**config.mk**
```make
export PLATFORM = sky130hd
export DESIGN_NAME = board_read_arbiter
export DESIGN_NICKNAME = d
export VERILOG_FILES = /design/src/rtl/board_read_arbiter.sv
export SDC_FILE = /design/constraint.sdc
export NUM_CORES = 1
export LEC_CHECK = 0
export CORE_MARGIN = 2
export CORE_UTILIZATION = 45
export DETAILED_ROUTE_END_ITERATION = 8
export GPL_TIMING_DRIVEN = 0
export PLACE_DENSITY = 0.74
export SETUP_SLACK_MARGIN = 0.1
export SLEW_MARGIN = 10
export SYNTH_ARGS = -nofsm -noshare
export SYNTH_HDL_FRONTEND = slang
export SYNTH_SLANG_ARGS = --single-unit
```
**constraint.sdc**
```tcl
create_clock -name clk_25MHz -period 2.17 [get_ports clk_25MHz]
set_input_delay 0.3255 -clock clk_25MHz [delete_from_list [all_inputs] [get_ports clk_25MHz]]
set_output_delay 0.3255 -clock clk_25MHz [all_outputs]
set_load 0.02 [all_outputs]
```
**src/rtl/board_read_arbiter.sv**
```systemverilog
// rtl/board_read_arbiter.sv - board-memory read port arbiter: display priority, debug/scan round-robin, starvation steal
module board_read_arbiter #(
    parameter int ROW_W        = 3,
    parameter int COL_W        = 3,
    parameter int DATA_W       = 2,
    parameter int MEM_LAT      = 1,
    parameter int STARVE_LIMIT = 8
) (
    input  logic              clk_25MHz,
    input  logic              rst,
    input  logic              vid_req,
    input  logic [ROW_W-1:0]  vid_row,
    input  logic [COL_W-1:0]  vid_col,
    output logic              vid_valid,
    output logic              vid_miss,
    output logic [DATA_W-1:0] vid_data,
    input  logic              dbg_req,
    input  logic [ROW_W-1:0]  dbg_row,
    input  logic [COL_W-1:0]  dbg_col,
    output logic              dbg_ack,
    output logic [DATA_W-1:0] dbg_data,
    input  logic              scan_req,
    input  logic [ROW_W-1:0]  scan_row,
    input  logic [COL_W-1:0]  scan_col,
    output logic              scan_ack,
    output logic [DATA_W-1:0] scan_data,
    output logic              mem_rd_en,
    output logic [ROW_W-1:0]  mem_row,
    output logic [COL_W-1:0]  mem_col,
    input  logic [DATA_W-1:0] mem_data
);

    typedef enum logic [1:0] {SRC_NONE, SRC_VID, SRC_DBG, SRC_SCAN} src_t;

    src_t             grant;
    logic             steal;
    logic             dbg_elig, scan_elig, dbg_starved, scan_starved;
    logic             dbg_pend, scan_pend, rr_scan;
    logic [7:0]       dbg_wait, scan_wait;
    logic [ROW_W-1:0] row_q;
    logic [COL_W-1:0] col_q;
    src_t             tag_q  [MEM_LAT];
    logic             miss_q [MEM_LAT];
    src_t             tag_out;
    logic             miss_out;

    assign tag_out  = tag_q[MEM_LAT-1];
    assign miss_out = miss_q[MEM_LAT-1];

    always_comb begin
        dbg_elig     = dbg_req && !dbg_pend && !dbg_ack;
        scan_elig    = scan_req && !scan_pend && !scan_ack;
        dbg_starved  = dbg_elig && (dbg_wait >= 8'(STARVE_LIMIT));
        scan_starved = scan_elig && (scan_wait >= 8'(STARVE_LIMIT));
        grant        = SRC_NONE;
        if (rst)
            grant = SRC_NONE;
        else if (dbg_starved && scan_starved)
            grant = rr_scan ? SRC_SCAN : SRC_DBG;
        else if (dbg_starved)
            grant = SRC_DBG;
        else if (scan_starved)
            grant = SRC_SCAN;
        else if (vid_req)
            grant = SRC_VID;
        else if (dbg_elig && scan_elig)
            grant = rr_scan ? SRC_SCAN : SRC_DBG;
        else if (dbg_elig)
            grant = SRC_DBG;
        else if (scan_elig)
            grant = SRC_SCAN;
        // a secondary can only beat a requesting display by being starved
        steal     = vid_req && (grant == SRC_DBG || grant == SRC_SCAN);
        mem_rd_en = (grant != SRC_NONE);
        case (grant)
            SRC_VID:  begin mem_row = vid_row;  mem_col = vid_col;  end
            SRC_DBG:  begin mem_row = dbg_row;  mem_col = dbg_col;  end
            SRC_SCAN: begin mem_row = scan_row; mem_col = scan_col; end
            default:  begin mem_row = row_q;    mem_col = col_q;    end
        endcase
    end

    always_ff @(posedge clk_25MHz) begin
        if (rst) begin
            row_q     <= '0;
            col_q     <= '0;
            vid_valid <= 1'b0;
            vid_miss  <= 1'b0;
            vid_data  <= '0;
            dbg_ack   <= 1'b0;
            dbg_data  <= '0;
            scan_ack  <= 1'b0;
            scan_data <= '0;
            dbg_pend  <= 1'b0;
            scan_pend <= 1'b0;
            dbg_wait  <= '0;
            scan_wait <= '0;
            rr_scan   <= 1'b0;
            for (int i = 0; i < MEM_LAT; i++) begin
                tag_q[i]  <= SRC_NONE;
                miss_q[i] <= 1'b0;
            end
        end else begin
            row_q     <= mem_row;
            col_q     <= mem_col;
            tag_q[0]  <= grant;
            miss_q[0] <= steal;
            for (int i = 1; i < MEM_LAT; i++) begin
                tag_q[i]  <= tag_q[i-1];
                miss_q[i] <= miss_q[i-1];
            end

            vid_valid <= (tag_out == SRC_VID);
            vid_miss  <= miss_out;
            dbg_ack   <= (tag_out == SRC_DBG);
            scan_ack  <= (tag_out == SRC_SCAN);
            if (tag_out == SRC_VID)  vid_data  <= mem_data;
            if (tag_out == SRC_DBG)  dbg_data  <= mem_data;
            if (tag_out == SRC_SCAN) scan_data <= mem_data;

            if (grant == SRC_DBG)       dbg_pend <= 1'b1;
            else if (tag_out == SRC_DBG) dbg_pend <= 1'b0;
            if (grant == SRC_SCAN)       scan_pend <= 1'b1;
            else if (tag_out == SRC_SCAN) scan_pend <= 1'b0;

            if (!dbg_req || grant == SRC_DBG)
                dbg_wait <= '0;
            else if (dbg_elig && dbg_wait != 8'hFF)
                dbg_wait <= dbg_wait + 8'd1;
            if (!scan_req || grant == SRC_SCAN)
                scan_wait <= '0;
            else if (scan_elig && scan_wait != 8'hFF)
                scan_wait <= scan_wait + 8'd1;

            if (grant == SRC_DBG)       rr_scan <= 1'b1;
            else if (grant == SRC_SCAN) rr_scan <= 1'b0;
        end
    end

endmodule

```
== Yosys cells after proc, flatten, opt, wreduce, memory -nomap -nowiden ==
Memory sizes are Yosys's and may differ from the RTL's. A register that Yosys moved wholly into a read port is not among the register bits.
Cells that the tools add are included.

* $add $sub $neg: 2
* Order comparisons: 2
* Eq/ne operators: 8
* Mux-type cells: 24
* Reductions and logical operators: 28

{| class="wikitable"
|+ Operator list
! kind !! count
|-
| $mux W2 || 9
|-
| $pmux W3 S3 || 2
|-
| $add A8 B1 Y8 const B || 2
|-
| $ge A8 B4 Y1 const B || 2
|-
| $ne A8 B8 Y1 const B || 2
|-
| $mux W1 || 13
|-
| $logic_and A1 B1 Y1 || 11
|-
| $eq A2 B2 Y1 const B || 4
|-
| $reduce_bool A2 Y1 || 4
|-
| $logic_not A1 Y1 || 6
|-
| $reduce_or A2 Y1 || 3
|-
| $eq A2 B1 Y1 const B || 2
|-
| $logic_or A1 B1 Y1 || 3
|-
| $reduce_or A1 Y1 || 1
|}

* Register bits after elaboration: 34
* Memory bits (writable): 3
* Output and inout bits: 17
* Logic and storage cells: 79
* Memories kept: 2

{| class="wikitable"
|+ Memory list
! name !! depth !! bits a word !! rd ports !! clocked after Yosys merged registers in !! write ports !! RTL line !! text
|-
| tag_q || 1 || 2 || 1 || 0 || 1 || 42 || <nowiki>src_t tag_q [MEM_LAT];</nowiki>
|-
| miss_q || 1 || 1 || 1 || 1 || 1 || 43 || <nowiki>logic miss_q [MEM_LAT];</nowiki>
|}

== Depth between registers and ports, before layout ==
Gate-level depths: netlist of the first run.

* Word-level depth: 15
* Depth in mapped cells: 6
* Gate-level depth less buffers: 6

== Worst setup path after synthesis of the first run ==
No wires, ideal clock.

* Path type: register -> output
* From: register dbg_ack
* To: output port mem_col[0]
* Arrival time: 2.145 ns
* Data required time: 1.845 ns
* Slack: -0.301 ns
* Cell stages (with the launch flop): 6
* Path buffers: 1
* Cells stage by stage: dfxtp_1 -> or3b_2 -> clkbuf_1 -> a21oi_1 -> o22ai_1 -> o211ai_1

* Longest elaborated chain between the ends: 11
* Elaborated cells between the ends (all ways): 16
* Classes of those cells: 3 x eq/ne; 8 x mux; 5 x reduce/logical

{| class="wikitable"
|+ Ends and longest elaborated chain
! item !! RTL line !! text
|-
| start: declaration || 20 || <nowiki>output logic dbg_ack,</nowiki>
|-
| start signal: assignment || 115 || <nowiki>dbg_ack <= (tag_out == SRC_DBG);</nowiki>
|-
| $logic_not A1 Y1 (*) || 51 || <nowiki>dbg_elig = dbg_req && !dbg_pend && !dbg_ack;</nowiki>
|-
| $logic_and A1 B1 Y1 (*) || 51 ||
|-
| $mux W2 / $logic_and A1 B1 Y1 (equally long branches) || 68, 66 ||
|-
| $mux W2 || 66 || <nowiki>else if (dbg_elig && scan_elig)</nowiki>
|-
| $mux W2 || 64 || <nowiki>else if (vid_req)</nowiki>
|-
| $mux W2 || 62 || <nowiki>else if (scan_starved)</nowiki>
|-
| $mux W2 || 60 || <nowiki>else if (dbg_starved)</nowiki>
|-
| $mux W2 (*) || 58 || <nowiki>else if (dbg_starved && scan_starved)</nowiki>
|-
| $mux W2 (*) || 56 || <nowiki>if (rst)</nowiki>
|-
| $eq A2 B2 Y1 / $eq A2 B1 Y1 (equally long branches) || 75 || <nowiki>case (grant)</nowiki>
|-
| $pmux W3 S3 (*) || 75 ||
|-
| end: declaration || 29 || <nowiki>output logic [COL_W-1:0] mem_col,</nowiki>
|}

Every way passes the cells marked *; elsewhere a longest branch is shown, timed or not.

== Worst setup path after layout of the first run ==
* From: register scan_wait[6]
* To: output port mem_row[0]

* Longest elaborated chain between the ends: 8
* Elaborated cells between the ends (all ways): 11
* Classes of those cells: 1 x order compare; 3 x eq/ne; 5 x mux; 2 x reduce/logical

{| class="wikitable"
|+ Ends and longest elaborated chain
! item !! RTL line !! text
|-
| start: declaration || 39 || <nowiki>logic [7:0] dbg_wait, scan_wait;</nowiki>
|-
| start signal: assignment || 133 || <nowiki>scan_wait <= scan_wait + 8'd1;</nowiki>
|-
| $ge A8 B4 Y1 (*) || 54 || <nowiki>scan_starved = scan_elig && (scan_wait >= 8'(STARVE_LIMIT));</nowiki>
|-
| $logic_and A1 B1 Y1 (*) || 54 ||
|-
| $mux W2 || 62 ||
|-
| $mux W2 || 60 ||
|-
| $mux W2 (*) || 58 ||
|-
| $mux W2 (*) || 56 ||
|-
| $eq A2 B2 Y1 / $eq A2 B1 Y1 (equally long branches) || 75 ||
|-
| $pmux W3 S3 (*) || 75 ||
|-
| end: declaration || 28 || <nowiki>output logic [ROW_W-1:0] mem_row,</nowiki>
|}

Marks and branches as above.

==> results of run 1 <==
[Yosys cell counts, types with 5 or more instances]
cell	n
sky130_fd_sc_hd__o221ai_1	6
sky130_fd_sc_hd__dfxtp_1	38
sky130_fd_sc_hd__a21oi_1	11
sky130_fd_sc_hd__o22ai_1	12
sky130_fd_sc_hd__mux2i_1	5
sky130_fd_sc_hd__nor3_1	9
sky130_fd_sc_hd__o41ai_1	6
sky130_fd_sc_hd__xnor2_1	10
sky130_fd_sc_hd__nand2_1	16
sky130_fd_sc_hd__clkbuf_1	5
sky130_fd_sc_hd__inv_1	14
sky130_fd_sc_hd__nand3_1	19
sky130_fd_sc_hd__a41oi_1	6
sky130_fd_sc_hd__o211ai_1	6
sky130_fd_sc_hd__nor2_1	23
[path summary, 6_finish.rpt]
check	to	startpoint	slack, ns
hold reg to reg	vid_miss$_SDFF_PP0_	miss_q[0]$_SDFF_PP0_	0.45
setup / recovery	mem_row[0]	scan_wait[6]$_SDFFE_PP0P_	-0.50
hold / removal	vid_miss$_SDFF_PP0_	miss_q[0]$_SDFF_PP0_	0.45
setup reg to reg	dbg_pend$_SDFFE_PP0P_	scan_wait[6]$_SDFFE_PP0P_	-0.02
[what timing repair did]
item	4_1_cts	5_1_grt
hold endpoints to repair	0	0
pin swaps	14	20
cloned	2	1
resized for setup	55	36
endpoints found under the setup margin	31	30
setup buffers	18	11
[cells in the final DEF (no fill, tap or decap), types with 3 or more instances in the layout]
cell type / count
sky130_fd_sc_hd__nand3_2: 5
sky130_fd_sc_hd__nand3_1: 14
sky130_fd_sc_hd__buf_6: 9
sky130_fd_sc_hd__o41ai_1: 6
sky130_fd_sc_hd__dfxtp_1: 30
sky130_fd_sc_hd__mux2i_1: 5
sky130_fd_sc_hd__dfxtp_2: 6
sky130_fd_sc_hd__a41oi_1: 6
sky130_fd_sc_hd__ha_1: 4
sky130_fd_sc_hd__xnor2_1: 10
sky130_fd_sc_hd__nand2_1: 15
sky130_fd_sc_hd__xor2_1: 4
sky130_fd_sc_hd__clkbuf_8: 5
sky130_fd_sc_hd__nor2_1: 20
sky130_fd_sc_hd__o22ai_1: 9
sky130_fd_sc_hd__and3_1: 4
sky130_fd_sc_hd__clkdlybuf4s50_1: 32
sky130_fd_sc_hd__o211ai_1: 6
sky130_fd_sc_hd__a21oi_4: 4
sky130_fd_sc_hd__and2_1: 3
sky130_fd_sc_hd__a21oi_1: 10
sky130_fd_sc_hd__nand4_1: 4
sky130_fd_sc_hd__nor3_1: 7
sky130_fd_sc_hd__o221ai_1: 6
sky130_fd_sc_hd__inv_1: 14
sky130_fd_sc_hd__buf_4: 32
[power by group through the flow]
| stage | Combinational [mW] | Clock (mW) | Sequential, mW |
|---|---|---|---|
| after floorplan | 0.230 | 0 | 0.774 |
| after global placement | 0.391 | 0 | 0.770 |
| after detailed placement | 0.393 | 0 | 0.771 |
| after CTS | 0.433 | 0.617 | 0.757 |
| after global routing | 0.535 | 0.644 | 0.762 |
| final | 0.505 | 0.607 | 0.759 |
[routing by layer]
metal | global-route usage, % | routed length (µm) | part of all wire [%] | up-vias
met5 | 0 | 0 | 0 | -
met4 | 8.18 | 231 | 3.4 | 0
met3 | 6.61 | 620 | 9.1 | 36
met2 | 39.4 | 3150 | 46 | 141
met1 | 32.1 | 2800 | 41 | 1084
li1 | - | - | - | 1064
[state kept, by name (all words and copies together) (netlist names), 2 cells and up]
register / count
row_q: 3
tag_q: 2
vid_data: 2
dbg_data: 2
col_q: 3
dbg_wait: 8
scan_data: 2
scan_wait: 8
[worst reg2reg max path: cells and delay by family, from the launching register on]
family / cells / cell delay, ns
simple gates: 2 / 0.87
compound gates: 3 / 0.76
flops: 1 / 0.33
buf+inv: 1 / 0.18
[layout make-up]
class	count	share of cell area, %
multi-input cells	181	45.2
clock buffers	5	2.18
inverters	14	1.67
well taps	52	2.06
clock inverters	3	1.43
flip-flops and latches	38	24.6
repair buffers	72	20.6
plain buffers	9	2.30
[kinds of logic (layout without fill, tap and decap cells)]
group	count (synthesis)	in the layout	synth area share, %
AO/OA/AOI/OAI	62	63	23.8
XOR/XNOR	14	14	5.98
adder cells (fa/ha/maj)	4	4	2.44
buffers and inverters	23	103	4.40
flip-flops	38	38	37.1
multiplexers	5	5	2.44
AND/OR/NAND/NOR	95	95	23.8
==> run summary, run 1 <==
• complete, but fails checks — run status
• setup timing — violations in the final reports
• 0 — antenna-violating nets left
• 594 nW/µm² — power density normalized to cell area
• 0.895 — GP Congestion
• 0.29 ns — clock insertion delay at the later pin of the skew report
• 12 — final count of negative-setup-slack endpoints
• 328 — fill count
• sky130_fd_sc_hd__clkbuf_8 — root buf cell
• -1.28 ns — worst slack after detailed placement
• 5 — first-pass detailed-route iteration total
• 0 — diode count
• 4380 µm² — area of the core
• 1.87 mW — total design power
• 38 — clock sinks
• sky130_fd_sc_hd__buf_4 — most frequent cell on the critical path
• 0 — number of buffers inserted for hold repair after clock tree synthesis
• -0.501 ns — Setup WS post-layout
• 71.5 µm — Chip Height
• 14 — largest net degree at the start of global routing
• 1 — hold path cells
• 0.53 ns — delay of the slowest cell on the worst path
• 5110 µm² — total die area
• 334 — placed instance count
• 123% — ratio of final minimum period to clock period
• 0% — Post-synth ARST share
• 46.7% — Starting Density
• 40.6% — fraction of power consumed by sequential logic
• 270 — Net Count, Synth
• 1.19 nW — P_leak
• 6.22 — Avg Vias per Cell
• 37.1% — portion of synthesized cell area occupied by the leading cell type
• 32.4% — proportion of power drawn by the clock network
• -3.11 ns — setup TNS
• 0 — hold violation count in the final report
• 27.0% — part of the total power dissipated in combinational logic
• 2 — Bufs on Longest Clock Path
• 327 — drt initial violations
• 1430 µm² — Multi-input gate area
• 37.1% — share of synthesized area occupied by flip-flops and latches
• 0.561 mW — power dissipated by switching net loads
• yes — clock tree from TritonCTS
• or4_4 > buf_6 > o21ai_4 > o211a_1 > buf_4 > o22ai_1 > o211ai_1 > buf_4 — worst path cell trace
• sky130_fd_sc_hd__or4_4 — cell type of the slowest stage on the worst timing path
• 3750 µm — HPWL after DPL
• 38 — total of flip-flops plus latches after synthesis
• 46 — number of distinct library cell variants in the gate-level netlist after synthesis
• 374 — count of non-filler cells in the finished layout
• 0 — total global routing overflow
• 24.5% — GR Util All Layers
• 374 MHz — Peak Freq
• 1.84 ns — required time at the endpoint of the critical path
• 776 µm² — register area
• register to output port — crit path kind
• 8 — cell depth of the worst setup path
• 24 — total number of placement rows
• 0 — number of warnings issued by yosys
• 350 — Nets
• 42 — I/O pin count
• 1.31 mW — Power Internal
• 0 — maxcap violations
• sky130_fd_sc_hd__dfxtp_1 (37%), sky130_fd_sc_hd__nand3_1 (4.6%), sky130_fd_sc_hd__xnor2_1 (4.3%) — leading post-synthesis cells by cell area
• 10000 µm — first-pass GRT wire length
• register to register — worst hold path class
• 53.8% — area grow syn2layout
• sky130_fd_sc_hd__dfxtp_1 — flip-flop cell with the highest count after synthesis
• 2.67 ns — minimum clock period after layout
• 0 — initial antenna violation count
• register — Startpoint Class
• 0.611 ns — Tightest Pin Transition
• 6 — number of cells on the worst reg-to-reg path
• 2139 — number of global-route vias before repair
• 6800 µm — Total Routed Length
• 0.483 mV — worst IR drop on VDD
• 5 — CP max FO
• 0 — Final Max Tran Viols
• 2050 µm² — post-synthesis instance area
• 71.9% — core occupancy in the finished layout
• 41 — count of input and output buffers
• 0.08 ns — clock transition time at the flip-flop clock pins of the worst setup and hold paths
• sky130_fd_sc_hd__dfxtp_1 — biggest area consumer among synthesized cells
• 0 — number of enable flip-flop cells after synthesis
• 3 — Worst Path Buf+Inv
• 0.451 ns — final worst hold slack
• 2.35 ns — Arr. time, crit path
• 2325 — total number of vias
• 18.2 µm — wire per inst
• 59.0% — headroom to the max-slew limit
• 2 — total number of H-tree levels
• 0.00537 ns — Clock Skews
• 5 — clock buffers created by TritonCTS
• 29.8% — fraction of layout cells with a size suffix above 1
• 30.0% — Sw Ratio
• 3150 µm² — summed area of non-filler cells in the final layout
• 71.5 µm — width of the die
• output port — nature of the critical path endpoint
• 2610 µm² — placed inst area
• 8.50 µm² — synthesized area divided by synthesized cell count
• 241 — number of standard cells after synthesis
• compound AO/OA/AOI/OAI gates — dominant delay contributor by cell family on the critical path
• 0 — number of DRC violations after detailed routing
• true — RSZ-0062 raised after global routing
Power figures use the tool's default switching activity.
==> run 2: changes to the inputs <==
--- a/config.mk
+++ b/config.mk
@@ -5,11 +5,12 @@
 export SDC_FILE = /design/constraint.sdc
 export NUM_CORES = 1
 export LEC_CHECK = 0
+export CORE_ASPECT_RATIO = 1.4
 export CORE_MARGIN = 2
 export CORE_UTILIZATION = 45
 export DETAILED_ROUTE_END_ITERATION = 8
-export GPL_TIMING_DRIVEN = 0
 export PLACE_DENSITY = 0.74
+export REMOVE_ABC_BUFFERS = 1
 export SETUP_SLACK_MARGIN = 0.1
 export SLEW_MARGIN = 10
 export SYNTH_ARGS = -nofsm -noshare
==> run 2 against run 1 <==
  * Largest cell class unchanged
  * The flow still finishes with violations (setup timing)
  * Combinational power rose by 2%
  * Global-route usage rose by 3.7 points
  * Die area rose by 0.15%
  * Critical path depth rose by 1
==> run summary, run 2 (synthesized netlist as in run 1, its figures left out) <==
• 2990 µm² — placed inst area
• 62.7% — area grow syn2layout
• 6680 µm — Total Routed Length
• 25.6% — part of the total power dissipated in combinational logic
• 4460 µm² — area of the core
• 310 µm — detailed-routed wire length on met3
• sky130_fd_sc_hd__clkdlybuf4s50_1 — cell type of the slowest stage on the worst timing path
• 2610 µm — routed metal-1 wirelength
• true — RSZ-0062 raised after global routing
• 0 — number of buffers inserted for hold repair after clock tree synthesis
• output port — nature of the critical path endpoint
• 28.2% — GR Util All Layers
• clkdlybuf4s50_1 > buf_4 > nor4b_1 > buf_4 > o41ai_1 > a41oi_1 > nand3_2 > o211ai_1 > buf_4 — worst path cell trace
• 0.524 ns — Tightest Pin Transition
• 0.471 mV — worst IR drop on VDD
• met4 — top routing layer in use
• 38 — clock sinks
• 0.48 ns — delay of the slowest cell on the worst path
• 33.2% — fraction of layout cells with a size suffix above 1
• 27.9% — Sw Ratio
• 45.9% — Starting Density
• 603 nW/µm² — power density normalized to cell area
• 0.07 ns — clock transition time at the flip-flop clock pins of the worst setup and hold paths
• 5 — clock buffers created by TritonCTS
• 61.0 µm — width of the die
• 0 — Final Max Tran Viols
• 0.560 mW — power dissipated by switching net loads
• sky130_fd_sc_hd__buf_4 — most frequent cell on the critical path
• 36.8% — proportion of power drawn by the clock network
• 11000 µm — first-pass GRT wire length
• 121 — drt initial violations
• 6 — CP max FO
• yes — clock tree from TritonCTS
• dbg_wait (8), scan_wait (8) — largest registers in the final layout
• 5120 µm² — total die area
• 411 — count of non-filler cells in the finished layout
• 4530 µm — HPWL after DPL
• sky130_fd_sc_hd__buf_4 (61), sky130_fd_sc_hd__dfxtp_1 (36), sky130_fd_sc_hd__clkdlybuf4s50_1 (33) — most used cells in the layout excluding fill and tap cells
• 16 — final count of negative-setup-slack endpoints
• sky130_fd_sc_hd__buf_4 — most common library cell in the layout ignoring fill and taps
• 0.30 ns — clock insertion delay at the later pin of the skew report
• buffers and inverters — dominant delay contributor by cell family on the critical path
• -0.440 ns — Setup WS post-layout
• 120% — ratio of final minimum period to clock period
• 0 — hold violation count in the final report
• 0 — number of DRC violations after detailed routing
• 4 — first-pass detailed-route iteration total
• 2418 — number of global-route vias before repair
• input port to output port — crit path kind
• 0.0153 ns — Clock Skews
• setup timing — violations in the final reports
• 1.84 ns — required time at the endpoint of the critical path
• 29 — total number of placement rows
• 398 — placed instance count
• 64.8% — headroom to the max-slew limit
• 0 — initial antenna violation count
• 3580 µm — met2 WL
• 0 — maxcap violations
• 2 — Bufs on Longest Clock Path
• 4 — Worst Path Buf+Inv
• 383 MHz — Peak Freq
• 5.61 — Avg Vias per Cell
• 1.45 mW — Power Internal
• sky130_fd_sc_hd__clkbuf_8 — root buf cell
• 16.2 µm — wire per inst
• 42 — I/O pin count
• 1.33 nW — P_leak
• 2.28 ns — Arr. time, crit path
• 2 — total number of H-tree levels
• 0.902 — GP Congestion
• complete, but fails checks — run status
• 83.9 µm — Chip Height
• 0 — diode count
• 2.61 ns — minimum clock period after layout
• 14 — largest net degree at the start of global routing
• 377 — Nets
• 2307 — total number of vias
• 41 — count of input and output buffers
• register to register — worst hold path class
• input port — Startpoint Class
• 0 — total global routing overflow
• 37.6% — fraction of power consumed by sequential logic
• 0 — antenna-violating nets left
• 3330 µm² — summed area of non-filler cells in the final layout
## run 2: worst paths after layout
path / endpoint / start / cells after the start / slack [ns]
worst min register to register: vid_miss$_SDFF_PP0_ / miss_q[0]$_SDFF_PP0_ / 1 / 0.44
worst max register to register: dbg_pend$_SDFFE_PP0P_ / scan_wait[6]$_SDFFE_PP0P_ / 7 / -0.21
worst min-delay path: vid_miss$_SDFF_PP0_ / miss_q[0]$_SDFF_PP0_ / 1 / 0.44
worst max-delay path: mem_row[0] / scan_req / 9 / -0.44
## run 2: power groups by stage
stage	clock network [mW]	logic, mW	registers [mW]
2_1_floorplan	0	0.201	0.773
3_3_place_gp	0	0.460	0.770
3_5_place_dp	0	0.464	0.770
4_1_cts	0.746	0.479	0.755
5_1_grt	0.770	0.550	0.760
6_report	0.739	0.515	0.756
## run 2: cell type report
type	instances	area (µm²)
Clock buffer	5	68.8
Sequential cell	38	763
Fill cell	353	1130
Clock inverter	3	68.8
Tap cell	62	77.6
Inverter	14	52.6
Multi-Input combinational cell	181	1370
Timing Repair Buffer	108	937
## run 2: what timing repair did
| action | in CTS | in global routing |
|---|---|---|
| cloned | 1 | 0 |
| resized for setup | 53 | 21 |
| pin swaps | 14 | 12 |
| endpoints found under the setup margin | 27 | 31 |
| setup buffers | 2 | 2 |
## run 2: routing by layer
layer,vias to the layer above,track usage [%]
met5,-,0
met4,0,11.9
met3,20,5.74
met2,73,48.7
met1,1105,32.0
li1,1109,-
## run 2: per-stage QoR
step                      util, %  TNS, ns  total power, mW  hold slack (ns)  setup slack (ns)
after floorplan                 -    -1.35            0.975            0.395            -0.225
after global placement       66.9   -11.34             1.23            0.429            -0.890
after detailed placement     66.9   -11.64             1.23            0.431            -0.894
after CTS                    72.5    -3.58             1.98            0.448            -0.411
after global routing         74.7    -5.06             2.08            0.465            -0.497
final                        74.7    -3.92             2.01            0.443            -0.440
